### src/rtl/uart_defs.sv
// Shared UART definitions: FSM state encodings, default frame shape and line idle level.
// Used by both uart_tx and uart_rx so the two stay frame-compatible.
package uart_defs;

    typedef enum logic [2:0] {
        ST_IDLE   = 3'd0,
        ST_START  = 3'd1,
        ST_DATA   = 3'd2,
        ST_PARITY = 3'd3,
        ST_STOP   = 3'd4
    } uart_state_t;

    localparam int   DEF_DATA_BITS = 8;
    localparam int   DEF_STOP_BITS = 2;
    localparam logic LINE_IDLE     = 1'b1;

endpackage

### src/rtl/uart_tx.sv
// Tick-paced UART transmitter with a single-entry holding register for gapless frames.
// Optional even parity bit between data and stop bits when UART_TX_PARITY_EN is defined.
//
// state     | meaning
// ----------+-------------------------------------------------------------
// ST_IDLE   | line high, waiting for a tick with the holding register full
// ST_START  | start bit (tx=0) on the line
// ST_DATA   | data bit bit_idx on the line, LSB first
// ST_PARITY | even parity bit on the line (UART_TX_PARITY_EN only)
// ST_STOP   | stop bit stop_cnt on the line (tx=1)
import uart_defs::*;

module uart_tx #(
    parameter int DATA_BITS = DEF_DATA_BITS,
    parameter int STOP_BITS = DEF_STOP_BITS
) (
    input  logic                 clk,
    input  logic                 rst,
    input  logic                 tick,
    input  logic                 tx_valid,
    input  logic [DATA_BITS-1:0] tx_data,
    output logic                 tx_ready,
    output logic                 tx,
    output logic                 tx_done,
    output logic                 busy
);

    localparam int BW = (DATA_BITS > 1) ? $clog2(DATA_BITS) : 1;
    localparam int SW = $clog2(STOP_BITS + 1);
    localparam logic [BW-1:0] BIT_LAST  = BW'(DATA_BITS - 1);
    localparam logic [SW-1:0] STOP_LAST = SW'(STOP_BITS - 1);

    uart_state_t          state;
    logic [DATA_BITS-1:0] shift;
    logic [DATA_BITS-1:0] hold_data;
    logic                 hold_full;
    logic [BW-1:0]        bit_idx;
    logic [SW-1:0]        stop_cnt;
    logic [BW-1:0]        next_idx;
    logic                 stop_final;
    logic                 launch;

    assign next_idx   = bit_idx + 1'b1;
    assign stop_final = (state == ST_STOP) && (stop_cnt == STOP_LAST);
    assign launch     = tick && hold_full && ((state == ST_IDLE) || stop_final);

    assign tx_ready = ~hold_full;
    assign busy     = (state != ST_IDLE);

    always_ff @(posedge clk) begin
        if (rst) begin
            state     <= ST_IDLE;
            shift     <= '0;
            hold_data <= '0;
            hold_full <= 1'b0;
            bit_idx   <= '0;
            stop_cnt  <= '0;
            tx        <= LINE_IDLE;
            tx_done   <= 1'b0;
        end else begin
            tx_done <= tick && stop_final;

            // Accept needs an empty holding register, launch a full one, so they never collide.
            if (tx_valid && !hold_full) begin
                hold_data <= tx_data;
                hold_full <= 1'b1;
            end

            if (launch) begin
                shift     <= hold_data;
                hold_full <= 1'b0;
                tx        <= 1'b0;
                state     <= ST_START;
            end else if (tick) begin
                case (state)
                    ST_IDLE: begin
                        tx <= LINE_IDLE;
                    end
                    ST_START: begin
                        tx      <= shift[0];
                        bit_idx <= '0;
                        state   <= ST_DATA;
                    end
                    ST_DATA: begin
                        if (bit_idx == BIT_LAST) begin
                            stop_cnt <= '0;
`ifdef UART_TX_PARITY_EN
                            tx       <= ^shift;
                            state    <= ST_PARITY;
`else
                            tx       <= LINE_IDLE;
                            state    <= ST_STOP;
`endif
                        end else begin
                            bit_idx <= next_idx;
                            tx      <= shift[next_idx];
                        end
                    end
`ifdef UART_TX_PARITY_EN
                    ST_PARITY: begin
                        tx    <= LINE_IDLE;
                        state <= ST_STOP;
                    end
`endif
                    ST_STOP: begin
                        if (stop_cnt == STOP_LAST) begin
                            tx    <= LINE_IDLE;
                            state <= ST_IDLE;
                        end else begin
                            stop_cnt <= stop_cnt + 1'b1;
                        end
                    end
                    default: begin
                        tx    <= LINE_IDLE;
                        state <= ST_IDLE;
                    end
                endcase
            end
        end
    end

endmodule

### config.mk
export PLATFORM = sky130hd
export DESIGN_NAME = uart_tx
export DESIGN_NICKNAME = d
export VERILOG_FILES = /design/src/rtl/uart_defs.sv /design/src/rtl/uart_tx.sv
export SDC_FILE = /design/constraint.sdc
export NUM_CORES = 1
export LEC_CHECK = 0
export ABC_AREA = 1
export CORE_ASPECT_RATIO = 0.8
export CORE_MARGIN = 2
export CORE_UTILIZATION = 41
export DETAILED_ROUTE_END_ITERATION = 10
export PLACE_DENSITY = 0.75
export SLEW_MARGIN = 15
export SYNTH_ARGS = -nofsm -noshare
export SYNTH_HDL_FRONTEND = slang
export SYNTH_SLANG_ARGS = --single-unit
### constraint.sdc
create_clock -name clk -period 1.2 [get_ports clk]
set_input_delay 0.18 -clock clk [delete_from_list [all_inputs] [get_ports clk]]
set_output_delay 0.18 -clock clk [all_outputs]
set_load 0.03 [all_outputs]
Yosys cells after proc, flatten, opt, wreduce, memory -nomap -nowiden
Cells that the tools add are included.
{"block": "totals", "regBits": 27, "latchBits": 0, "ramBits": 0, "romBits": 0, "in_bits": 12, "n_memories": 0}
{"block": "op_classes", "add_sub_neg": 2, "mul": 0, "div": 0, "n_lt_le_gt_ge": 1, "n_eq_ne": 12, "n_shift": 0, "n_mux": 17, "n_bitwise": 3, "reduce_logical": 18}
{"op": "$pmux W3 S4", "count": 1}
{"op": "$reduce_and A4 Y1", "count": 3}
{"op": "$mux W3", "count": 3}
{"op": "$ne A2 B2 Y1 const B", "count": 4}
{"op": "$mux W1", "count": 7}
{"op": "$eq A3 B3 Y1 const B", "count": 2}
{"op": "$pmux W3 S2", "count": 1}
{"op": "$reduce_bool A2 Y1", "count": 3}
{"op": "$logic_and A1 B1 Y1", "count": 5}
{"op": "$reduce_and A5 Y1", "count": 1}
{"op": "$lt A3 B4 Y1 const B", "count": 1}
{"op": "$mux W2", "count": 2}
{"op": "$pmux W2 S2", "count": 1}
{"op": "$add A3 B1 Y3 const B", "count": 1}
{"op": "$bmux W1 S3", "count": 1}
{"op": "$eq A3 B1 Y1 const B", "count": 1}
{"op": "$eq A3 B2 Y1 const B", "count": 1}
{"op": "$logic_not A3 Y1", "count": 1}
{"op": "$ne A3 B2 Y1 const B", "count": 1}
{"op": "$ne A3 B3 Y1 const B", "count": 1}
{"op": "$not A1 Y1", "count": 3}
{"op": "$pmux W1 S3", "count": 1}
{"op": "$reduce_bool A3 Y1", "count": 1}
{"op": "$add A2 B1 Y2 const B", "count": 1}
{"op": "other kinds (6)", "count": 6}

Longest topological paths before layout
Gate-level depths: netlist of run 1.
{"block": "depth", "depth_word": 7, "ltp_mapped": 9, "mapped_depth_nobuf": 9}

Least setup slack after synthesis of run 1
Ideal clock, no wire load.
{"block": "synth_path", "kind": "reg-to-reg", "start": "register bit_idx[0]", "end": "register stop_cnt[1]", "arrival_ps": 1151, "required_ps": 1083, "slack_ps": -68, "path_stages_with_launch": 8, "n_path_buf": 0, "path_cell_list": "dfxtp_1 > ha_1 > ha_1 > nor2_2 > nor2_4 > nand2_2 > o21ai_0 > nor2_1"}
{"block": "synth_via", "elab_chain_cells": 3}
{"element": "start: declaration", "line": "uart_tx.sv:37", "rtl": "logic [BW-1:0] bit_idx;"}
{"element": "start signal: assignment", "line": "uart_tx.sv:95", "rtl": "bit_idx <= next_idx;"}
{"element": "$eq A3 B3 Y1", "line": "uart_tx.sv:85", "rtl": "if (bit_idx == BIT_LAST) begin"}
{"element": "$ne A2 B2 Y1 (no line)"}
{"element": "$reduce_and A5 Y1 (no line)"}
{"element": "end signal: assignment", "line": "uart_tx.sv:110", "rtl": "stop_cnt <= stop_cnt + 1'b1;"}
{"element": "end: declaration", "line": "uart_tx.sv:38", "rtl": "logic [SW-1:0] stop_cnt;"}
No other way between the ends.
A chain may end at the register's enable or synchronous reset.

Final worst setup path of run 1
{"block": "layout_path", "start": "register stop_cnt[1]", "end": "register shift[2]"}
{"block": "layout_via", "elab_chain_cells": 4}
{"element": "$eq A2 B1 Y1", "line": "uart_tx.sv:44", "rtl": "assign stop_final = (state == ST_STOP) && (stop_cnt == STOP_LAST);"}
{"element": "$logic_and A1 B1 Y1", "line": "uart_tx.sv:44"}
{"element": "$logic_or A1 B1 Y1", "line": "uart_tx.sv:45", "rtl": "assign launch = tick && hold_full && ((state == ST_IDLE) || stop_final);"}
{"element": "$logic_and A1 B1 Y1", "line": "uart_tx.sv:45"}
{"element": "end signal: assignment", "line": "uart_tx.sv:70", "rtl": "shift <= hold_data;"}
{"element": "end: declaration", "line": "uart_tx.sv:34", "rtl": "logic [DATA_BITS-1:0] shift;"}
No other way between the ends.

==> Flow_metrics.wiki, run 1 <==
{| class="wikitable"
! Metric !! Value
|-
| Multi-input logic area || 686 um2
|-
| Power density relative to cell area || 1060 nW/um2
|-
| Sum of net half-perimeters after detailed placement || 1.90 mm
|-
| Share of cells above drive strength 1 || 29.5%
|-
| Maximum single-stage delay on the critical path || 0.32 ns
|-
| Ports || 16
|-
| Number of endpoints failing setup at the final stage || 17
|-
| Total power draw || 1770 uW
|-
| Worst-margin pin slew || 0.386 ns
|-
| Sinks on Clock Net || 27
|-
| Slowest-stage cell, CP || sky130_fd_sc_hd__dfxtp_2
|-
| Average routed wire per standard cell || 11.4 um
|-
| Number of input and output port buffers inserted || 15
|-
| Final TNS setup || -0.766 ns
|-
| Total Die Area || 3400 um2
|-
| Data arrival, critical path || 1.45 ns
|-
| Dominant cell type by count on the critical path || sky130_fd_sc_hd__o21ai_2
|-
| Final RePlAce weighted congestion || 0.916
|-
| Via count of the first global-routing pass || 1074
|-
| GRT Util Overall || 16.3%
|-
| Number of hold violations in the final report || 0
|-
| Unique cell type count in the Yosys netlist || 21
|-
| Number of buffers on the longest clock path || 2
|-
| Capturing element type of the critical path || flip-flop
|-
| H-Tree Level Count || 1
|-
| Number of buffers created by CTS || 3
|-
| Cell Area, Synth || 1210 um2
|-
| Number of synthesized register bits || 27
|-
| Run status || finished with violations
|-
| Cell-by-cell trace of the critical path || inv_2, ha_4, o21ai_2, nor2_4, nand2_4, o21ai_2, a21oi_2
|-
| Maximum clock skew at final layout || 0.00697 ns
|-
| Share of flip-flops with an asynchronous set or reset after synthesis || 0%
|-
| Residual DRC || 0
|-
| Initial Util || 43.3%
|-
| Number of vias per cell after detailed routing || 4.98
|-
| Syn-to-layout area delta || 38.5%
|-
| Share of the yosys chip area belonging to registers || 44.8%
|-
| Width of the chip || 64.7 um
|-
| Number of cell rows || 17
|-
| Drt pass-1 iters || 4
|-
| CTS clk-pin slew, worst paths || 0.09 ns
|-
| Pin count of the biggest net entering global routing || 19
|-
| Total routed wirelength || 2.73 mm
|-
| Mapped Cells || 168
|-
| Worst Setup Path Type || reg -> reg
|-
| Hold slack final || 0.435 ns
|-
| Insertion delay of the later-clocked pin in the worst-skew pair || 0.27 ns
|-
| First-pass GRT wire length || 4.30 mm
|-
| Portion of the clock cycle consumed by the worst path in the final layout || 107%
|-
| Drt first-iter violations || 70
|-
| Clock tree from TritonCTS || yes
|-
| Max Slew Vio Count || 0
|-
| Average footprint of a synthesized cell || 7.19 um2
|-
| Violations in the final reports || setup timing
|-
| Element type at the critical path start || flip-flop
|-
| Worst min-delay path category || in -> reg
|-
| Nets || 216
|-
| Net count of the mapped netlist || 183
|-
| Max rail drop VDD || 0.841 mV
|-
| Max-Slew Margin vs Limit || 74.2%
|-
| Worst endpoint required time || 1.37 ns
|-
| Worst R2R Setup Slack || -0.08 ns
|-
| Antenna cells || 0
|-
| Remaining antenna violation count || 0
|-
| Minimum clock period || 1.28 ns
|-
| Unrepaired setup endpoints after global routing || yes
|-
| Worst slack, placed || -0.178 ns
|-
| Peak Freq || 780 MHz
|-
| Final worst setup slack || -0.0825 ns
|-
| Core region area || 2790 um2
|-
| Max_cap viols || 0
|-
| Overflow left after global routing || 0
|-
| Maximum fanout count along the critical path || 5
|-
| Fill count || 264
|-
| Root buffer cell || sky130_fd_sc_hd__clkbuf_8
|-
| Antenna violations before repair || 0
|-
| Most used flip-flop cell after synthesis || sky130_fd_sc_hd__dfxtp_1
|-
| Vert. Die Dim || 52.5 um
|-
| Synthesis Warnings || 0
|-
| Count of flip-flops with a built-in enable after synthesis || 0
|-
| Register area || 549 um2
|-
| Number of vias in the routed layout || 1186
|-
| Leakage || 0.000718 uW
|}
[synthesized netlist by cell type, types with 2 or more instances]
cell	count	area, um2
sky130_fd_sc_hd__o21ai_0	19	95.1
sky130_fd_sc_hd__nand4_1	3	18.8
sky130_fd_sc_hd__inv_1	22	82.6
sky130_fd_sc_hd__ha_1	3	37.5
sky130_fd_sc_hd__nand2_2	3	18.8
sky130_fd_sc_hd__dfxtp_1	27	541
sky130_fd_sc_hd__inv_2	2	7.51
sky130_fd_sc_hd__nand3_1	10	50.1
sky130_fd_sc_hd__nor2_2	3	18.8
sky130_fd_sc_hd__nor2_1	23	86.3
sky130_fd_sc_hd__a21oi_1	17	85.1
sky130_fd_sc_hd__nand2_1	27	101
[final timing paths]
path                                              end                startpoint  cells after the start
worst max register to register  shift[2]$_SDFFE_PP0P_  stop_cnt[1]$_SDFFE_PP0P_                      7
worst min-delay path            shift[2]$_SDFFE_PP0P_                      tick                      3
worst min register to register  shift[7]$_SDFFE_PP0P_     shift[7]$_SDFFE_PP0P_                      2
worst max-delay path            shift[2]$_SDFFE_PP0P_  stop_cnt[1]$_SDFFE_PP0P_                      7
[state kept, by name, summed over array words and instances (netlist names)]
| signal | cells |
|---|---|
| bit_idx | 3 |
| hold_data | 8 |
| hold_full | 1 |
| shift | 8 |
| state | 3 |
| stop_cnt | 2 |
| tx | 1 |
| tx_done | 1 |
[report_power, final]
group / total [uW] / internal (uW) / leakage [uW] / switching, uW
sequential: 969 / 945 / 0.000225 / 23.6
clock: 510 / 238 / 0.0000228 / 272
combinational: 287 / 125 / 0.000471 / 162
[placed cells by master (no fill, tap or decap), types with 2 or more instances in the layout]
| cell type | netlist | layout |
|---|---|---|
| sky130_fd_sc_hd__clkdlybuf4s50_1 | 0 | 10 |
| sky130_fd_sc_hd__clkbuf_8 | 0 | 3 |
| sky130_fd_sc_hd__nor2_1 | 23 | 23 |
| sky130_fd_sc_hd__o21ai_0 | 19 | 9 |
| sky130_fd_sc_hd__buf_4 | 0 | 16 |
| sky130_fd_sc_hd__nand3_1 | 10 | 10 |
| sky130_fd_sc_hd__inv_1 | 22 | 19 |
| sky130_fd_sc_hd__o21ai_1 | 1 | 4 |
| sky130_fd_sc_hd__nand2_2 | 3 | 5 |
| sky130_fd_sc_hd__o21ai_2 | 0 | 7 |
| sky130_fd_sc_hd__dfxtp_1 | 27 | 20 |
| sky130_fd_sc_hd__nand2_1 | 27 | 23 |
| sky130_fd_sc_hd__ha_4 | 0 | 3 |
| sky130_fd_sc_hd__dfxtp_2 | 0 | 7 |
| sky130_fd_sc_hd__a21oi_1 | 17 | 15 |
| sky130_fd_sc_hd__inv_2 | 2 | 4 |
| sky130_fd_sc_hd__nand4_1 | 3 | 3 |
| sky130_fd_sc_hd__nand2_4 | 0 | 4 |
| sky130_fd_sc_hd__a21oi_2 | 0 | 2 |
| sky130_fd_sc_hd__nor2_4 | 1 | 3 |
[critical path, delay by kind of cell, from the launching register on]
family                     cells  cell delay (ns)
AOI/OAI and AO/OA              3             0.28
adders and majority gates      1             0.14
and+or+nand+nor                2             0.36
DFF                            1             0.32
buffers and inverters          1             0.07
[cell families after synthesis]
group | synth area share [%]
AOI/OAI and AO/OA | 15.3
buffers and inverters | 9.12
DFF | 44.8
and+or+nand+nor | 27.7
adders and majority gates | 3.11
[per-layer routing]
layer	global-route usage, %	wire (um)
met3	3.87	94
met1	18.5	1230
met5	0	0
met4	5.32	45
met2	30.6	1350
[area by class of cell]
cell class	count	share of cell area [%]
tap	38	2.84
clock buffer	4	2.69
timing repair buffer	29	15.1
inverter	24	5.53
sequential	27	32.8
multi-input combinational	116	41.0
[stage by stage]
stage / area [um2] / cells / util [%]
floorplan: 1220 / 168 / -
global placement: 1490 / 231 / 53.5
detailed placement: 1490 / 231 / 53.5
CTS: 1570 / 235 / 56.3
global route: 1670 / 238 / 60.0
finish: 1670 / 238 / 60.0
[what timing repair did]
action	in CTS	in global routing
gates resized for setup	17	29
setup buffers	0	1
hold buffers	0	0
gates cloned	0	2
endpoints found under the setup margin	17	19
pin swaps	6	6
hold endpoints to repair	0	0
Power figures use the tool's default switching activity.
==> run 2, diff against run 1 <==
--- a/config.mk
+++ b/config.mk
@@ -6,6 +6,7 @@
 export NUM_CORES = 1
 export LEC_CHECK = 0
 export ABC_AREA = 1
+export CAP_MARGIN = 10
 export CORE_ASPECT_RATIO = 0.8
 export CORE_MARGIN = 2
 export CORE_UTILIZATION = 41
==> results of run 2 <==
No change in the layout: final DEF, timing and power equal those of run 1.
==> variant 1, RTL diff (flow settings as in run 2) <==
The package constant `DEF_DATA_BITS` goes from 8 to 4.
--- a/src/rtl/uart_defs.sv
+++ b/src/rtl/uart_defs.sv
@@ -10,7 +10,7 @@
         ST_STOP   = 3'd4
     } uart_state_t;
 
-    localparam int   DEF_DATA_BITS = 8;
+    localparam int   DEF_DATA_BITS = 4;
     localparam int   DEF_STOP_BITS = 2;
     localparam logic LINE_IDLE     = 1'b1;
 
Ports: changed (resized tx_data); port bits go from 16 to 12. No check against the original RTL was run, so the function may have changed too.
==> variant 1 against run 2 <==
  * The run still ends with negative setup slack left
  * First-iteration DRC count decreased by 59%
  * Total power decreased by 17%
  * Sequential cell count decreased by 9
  * Die area decreased by 23%
  * Sequential share of layout area decreased by 2.0 points
  * Setup slack got worse by 0.017 ns
  * Maximum frequency decreased by 1.3%
  * Wire length decreased by 25%
  * Combinational power increased by 37%
  * Hold slack improved by 0.025 ns
  * Design area decreased by 28%
  * Area after synthesis decreased by 25%
  * Critical path type is now flop to primary output
  * Largest cell class unchanged
==> variant 1: results (changes against run 2) <==
grt_use_total_pct: 15.8  # -0.56 points
dp_hpwl_microns: 1450  # -23%
pg_comb_uw: 394  # +37%
max_stage_delay_ns: 0.38  # +0.06 ns
violations: "negative setup slack"
pre_cts_ws_ns: -0.173  # +0.00537 ns
status: "finished, violations left"
yosys-top-cells-area: "dfxtp_1 (40%), nand2_1 (12%), inv_1 (9.1%)"
cp.arrival_ns: 1.12  # -0.33 ns
routabilityCongestion: 0.838  # -8.5%
critical_path.max_fanout: 4  # -1
clk_latency_ns: 0.30  # +0.03 ns
grt_pass1_wl_microns: 3070  # -29%
post_dp_cell_area_sq_um: 1080  # -27%
dp_cells: 172  # -26%
finalClockSkew_ns: 0.0110  # +0.00400 ns
cp_top_family: "flip-flops"
grt_pass1_vias: 724  # -33%
cts.clk_slew.worst_paths_ns: 0.12  # +0.03 ns
worst_hold_slack_ns: 0.461  # +0.0253 ns
r2r_slack_ns: -0.04  # +0.04 ns
drtIter0Drc: 29  # -59%
top_regs: "hold_data (4), shift (4), state (3)"
drive_above_1_share_pct: 29.4  # -0.088 points
fin_setup_tns_ns: -0.181  # +0.585 ns
grt_max_degree: 11  # -8
vias: 881  # -26%
critical-path-slowest-cell: "dfxtp_4"
r2r-start: "state[0]"
setup_ws_ns: -0.0997  # -0.0171 ns
yosysSeqAreaShare_pct: 39.7  # -5.1 points
final_nets: 164  # -24%
pg_seq_uw: 680  # -30%
p_total_mw: 1.47  # -17%
power_switching_uw: 470  # +2.8%
fillers: 206  # -22%
r2r_end: "shift[3]"
port_buffers: 11  # -4
setup_violations: 3  # -14
netlist_instances: 131  # -22%
==> variant 1: layout make-up <==
| cell class | count | area (sq um) | area share (%) |
|---|---|---|---|
| multi-input combinational | 88 | 499 | 41.6 |
| sequential | 18 | 370 | 30.8 |
| timing repair buffer | 19 | 171 | 14.3 |
| inverter | 24 | 92.6 | 7.71 |
| clock buffer | 4 | 36.3 | 3.02 |
| tap | 25 | 31.3 | 2.60 |
==> variant 1: worst max-delay path by stage <==
stage | start | endpoint | slack, ns | depth (start not counted)
6_report | state[0] | busy | -0.1 | 3
2_1_floorplan | stop_cnt[0] | state[1] | 0.07 | 6
4_1_cts | stop_cnt[1] | state[1] | -0.03 | 7
3_3_place_gp | tick | shift[3] | -0.12 | 6
5_1_grt | state[0] | busy | -0.12 | 3
3_5_place_dp | tick | shift[2] | -0.17 | 6
==> variant 1: kinds of logic (layout without fill, tap and decap cells) <==
family	count (synthesis)	in the layout	share of synthesized area (%)
and+or+nand+nor	65	66	33.3
buffers and inverters	26	47	11.3
AOI/OAI and AO/OA	20	20	12.9
DFF	18	18	39.7
adders and majority gates	2	2	2.75
==> variant 1: per-layer routing <==
layer,track usage [%],vias to the layer above,wire [microns]
met3,5.06,6,95
met4,2.86,0,36
met2,27.4,28,967
li1,-,450,-
met1,19.7,397,952
met5,0,-,0
==> variant 1: repair_timing <==
item / CTS / global route
cloned: 0 / 1
resized for setup: 6 / 23
setup endpoints to repair: 11 / 13
pin swaps: 1 / 10
buffers inserted: 1 / 0
==> variant 1: worst register-to-register path, stage by stage, from the launching register on <==
cell and delay, ns:
dfxtp_4 0.38, nor2_4 0.17, buf_12 0.13, o21ai_4 0.08, nor2_8 0.17, inv_4 0.06, nor2_1 0.09, nor2_1 0.05
==> variant 2, RTL diff (flow settings as in run 2) <==
Without the edit above. The 5 states of `uart_state_t` get a one-hot encoding in 5 bits.
--- a/src/rtl/uart_defs.sv
+++ b/src/rtl/uart_defs.sv
@@ -2,12 +2,12 @@
 // Used by both uart_tx and uart_rx so the two stay frame-compatible.
 package uart_defs;
 
-    typedef enum logic [2:0] {
-        ST_IDLE   = 3'd0,
-        ST_START  = 3'd1,
-        ST_DATA   = 3'd2,
-        ST_PARITY = 3'd3,
-        ST_STOP   = 3'd4
+    typedef enum logic [4:0] {
+        ST_IDLE   = 5'b00001,
+        ST_START  = 5'b00010,
+        ST_DATA   = 5'b00100,
+        ST_PARITY = 5'b01000,
+        ST_STOP   = 5'b10000
     } uart_state_t;
 
     localparam int   DEF_DATA_BITS = 8;
Check against the original RTL: same outputs for any inputs over 10 cycles, from zero or initial values and one cycle with rst high; not proved beyond that.
==> variant 2 against run 2 <==
  * The flow still finishes with violations (negative setup slack)
  * Total power up 20%
  * Wire length up 28%
  * Sequential cell count up 1
  * Clock skew down 0.0029 ns
  * Area after synthesis up 9.8%
  * Largest power group unchanged
  * Global-route usage up 1.7 points
  * Design area up 20%
  * Sequential power up 5%
  * Setup slack worse by 0.047 ns
==> variant 2: results (changes against run 2) <==
status: "finished, violations left"
violations: "negative setup slack"
grt_use_total_pct: 18.0  # +1.7 points
synth_fa_ha_area_share_pct: 2.83  # -0.28 points
synth_common_cells: "nand2_1 (33), dfxtp_1 (28), nor2_1 (23)"
dp_hpwl_microns: 2120  # +12%
yosys-top-cells-area: "dfxtp_1 (42%), nand2_1 (9.3%), nor2_1 (6.5%)"
postCtsSetupBuffers: 3  # +3
port_buffers: 15  # unchanged
vias: 1348  # +14%
syn_nets: 200  # +9.3%
critical_path.max_fanout: 5  # unchanged
slew_headroom_pct: 80.5  # +6.2 points
setup_ws_ns: -0.129  # -0.0467 ns
setup_violations: 19  # +2
top_regs: "hold_data (8), shift (8), state (4)"
yosysSeqAreaShare_pct: 42.3  # -2.5 points
fin_setup_tns_ns: -1.24  # -0.476 ns
avgSynthCellArea_sq_um: 7.17  # -0.25%
critical-path-slowest-cell: "dfxtp_4"
vdd_drop_max_mv: 1.07  # +27%
cp.arrival_ns: 1.15  # -0.30 ns
p_sw_share_pct: 26.6  # +0.65 points
finalClockSkew_ns: 0.00409  # -0.00288 ns
fillers: 237  # -10%
dp_cells: 255  # +10%
final_nets: 243  # +13%
hp-class: "flop to flop"
stdcell_count: 267  # +12%
drive_above_1_share_pct: 39.2  # +9.7 points
pre_cts_ws_ns: -0.149  # +0.0292 ns
ctsHtreeMaxLevel: 1  # unchanged
yosys_warnings: 0  # unchanged
synth_compound_area_share_pct: 14.2  # -1.2 points
power_leakage_nw: 0.860  # +20%
cts_resized: 21  # +4
routedWlPerCell_microns: 13.0  # +14%
routabilityCongestion: 0.812  # -11%
grt_max_degree: 21  # +2
synth_cell_types: 22  # +4.8%
max_stage_delay_ns: 0.38  # +0.06 ns
[variant 2: cell count changes after synthesis, moves of 3 or more]
cell and delta:
nand2_1 +6, o21ai_0 -9, nand4_1 +3, nand2_2 +4
o21ai_1 +7, inv_2 +3
[variant 2: layout make-up]
| type | count | area share, % |
|---|---|---|
| Multi-Input combinational cell | 125 | 39.4 |
| Tap cell | 40 | 2.49 |
| Clock buffer | 4 | 3.30 |
| Sequential cell | 28 | 28.7 |
| Timing Repair Buffer | 43 | 21.1 |
| Inverter | 27 | 5.04 |
[variant 2: metrics by stage]
step                cell area [sq um]  hold slack (ns)
floorplan                        1370            0.239
global placement                 1700            0.441
detailed placement               1700            0.447
CTS                              1860            0.457
global route                     2010            0.488
finish                           2010            0.456
[variant 2: worst max-delay path, delay by kind of cell, from the launching register on]
| family | cells | cell delay [ns] |
|---|---|---|
| buffers and inverters | 2 | 0.25 |
| flip-flops | 1 | 0.38 |
| AND/OR/NAND/NOR | 2 | 0.23 |
[variant 2: routing by layer]
metal  wire [microns]  share of wire [%]  global-route usage, %
met1             1570                 45                   23.9
met2             1710                 49                   29.2
met3              139                4.0                   3.09
met4               61                1.8                   7.14
met5                0                  0                      0
[variant 2: path summary, 6_finish.rpt]
check | slack, ns | depth (start not counted) | from | to
setup / recovery | -0.13 | 4 | state[4] | busy
hold / removal | 0.46 | 2 | shift[4] | shift[4]
setup reg to reg | -0.13 | 9 | bit_idx[0] | state[1]
hold reg to reg | 0.46 | 2 | shift[4] | shift[4]
[variant 2: power groups by stage]
stage | Combinational (mW) | Sequential, mW | Clock (mW)
detailed placement | 0.330 | 1.03 | 0
CTS | 0.367 | 1.02 | 0.670
finish | 0.429 | 1.02 | 0.664
global route | 0.467 | 1.02 | 0.702
floorplan | 0.198 | 1.03 | 0
global placement | 0.324 | 1.03 | 0
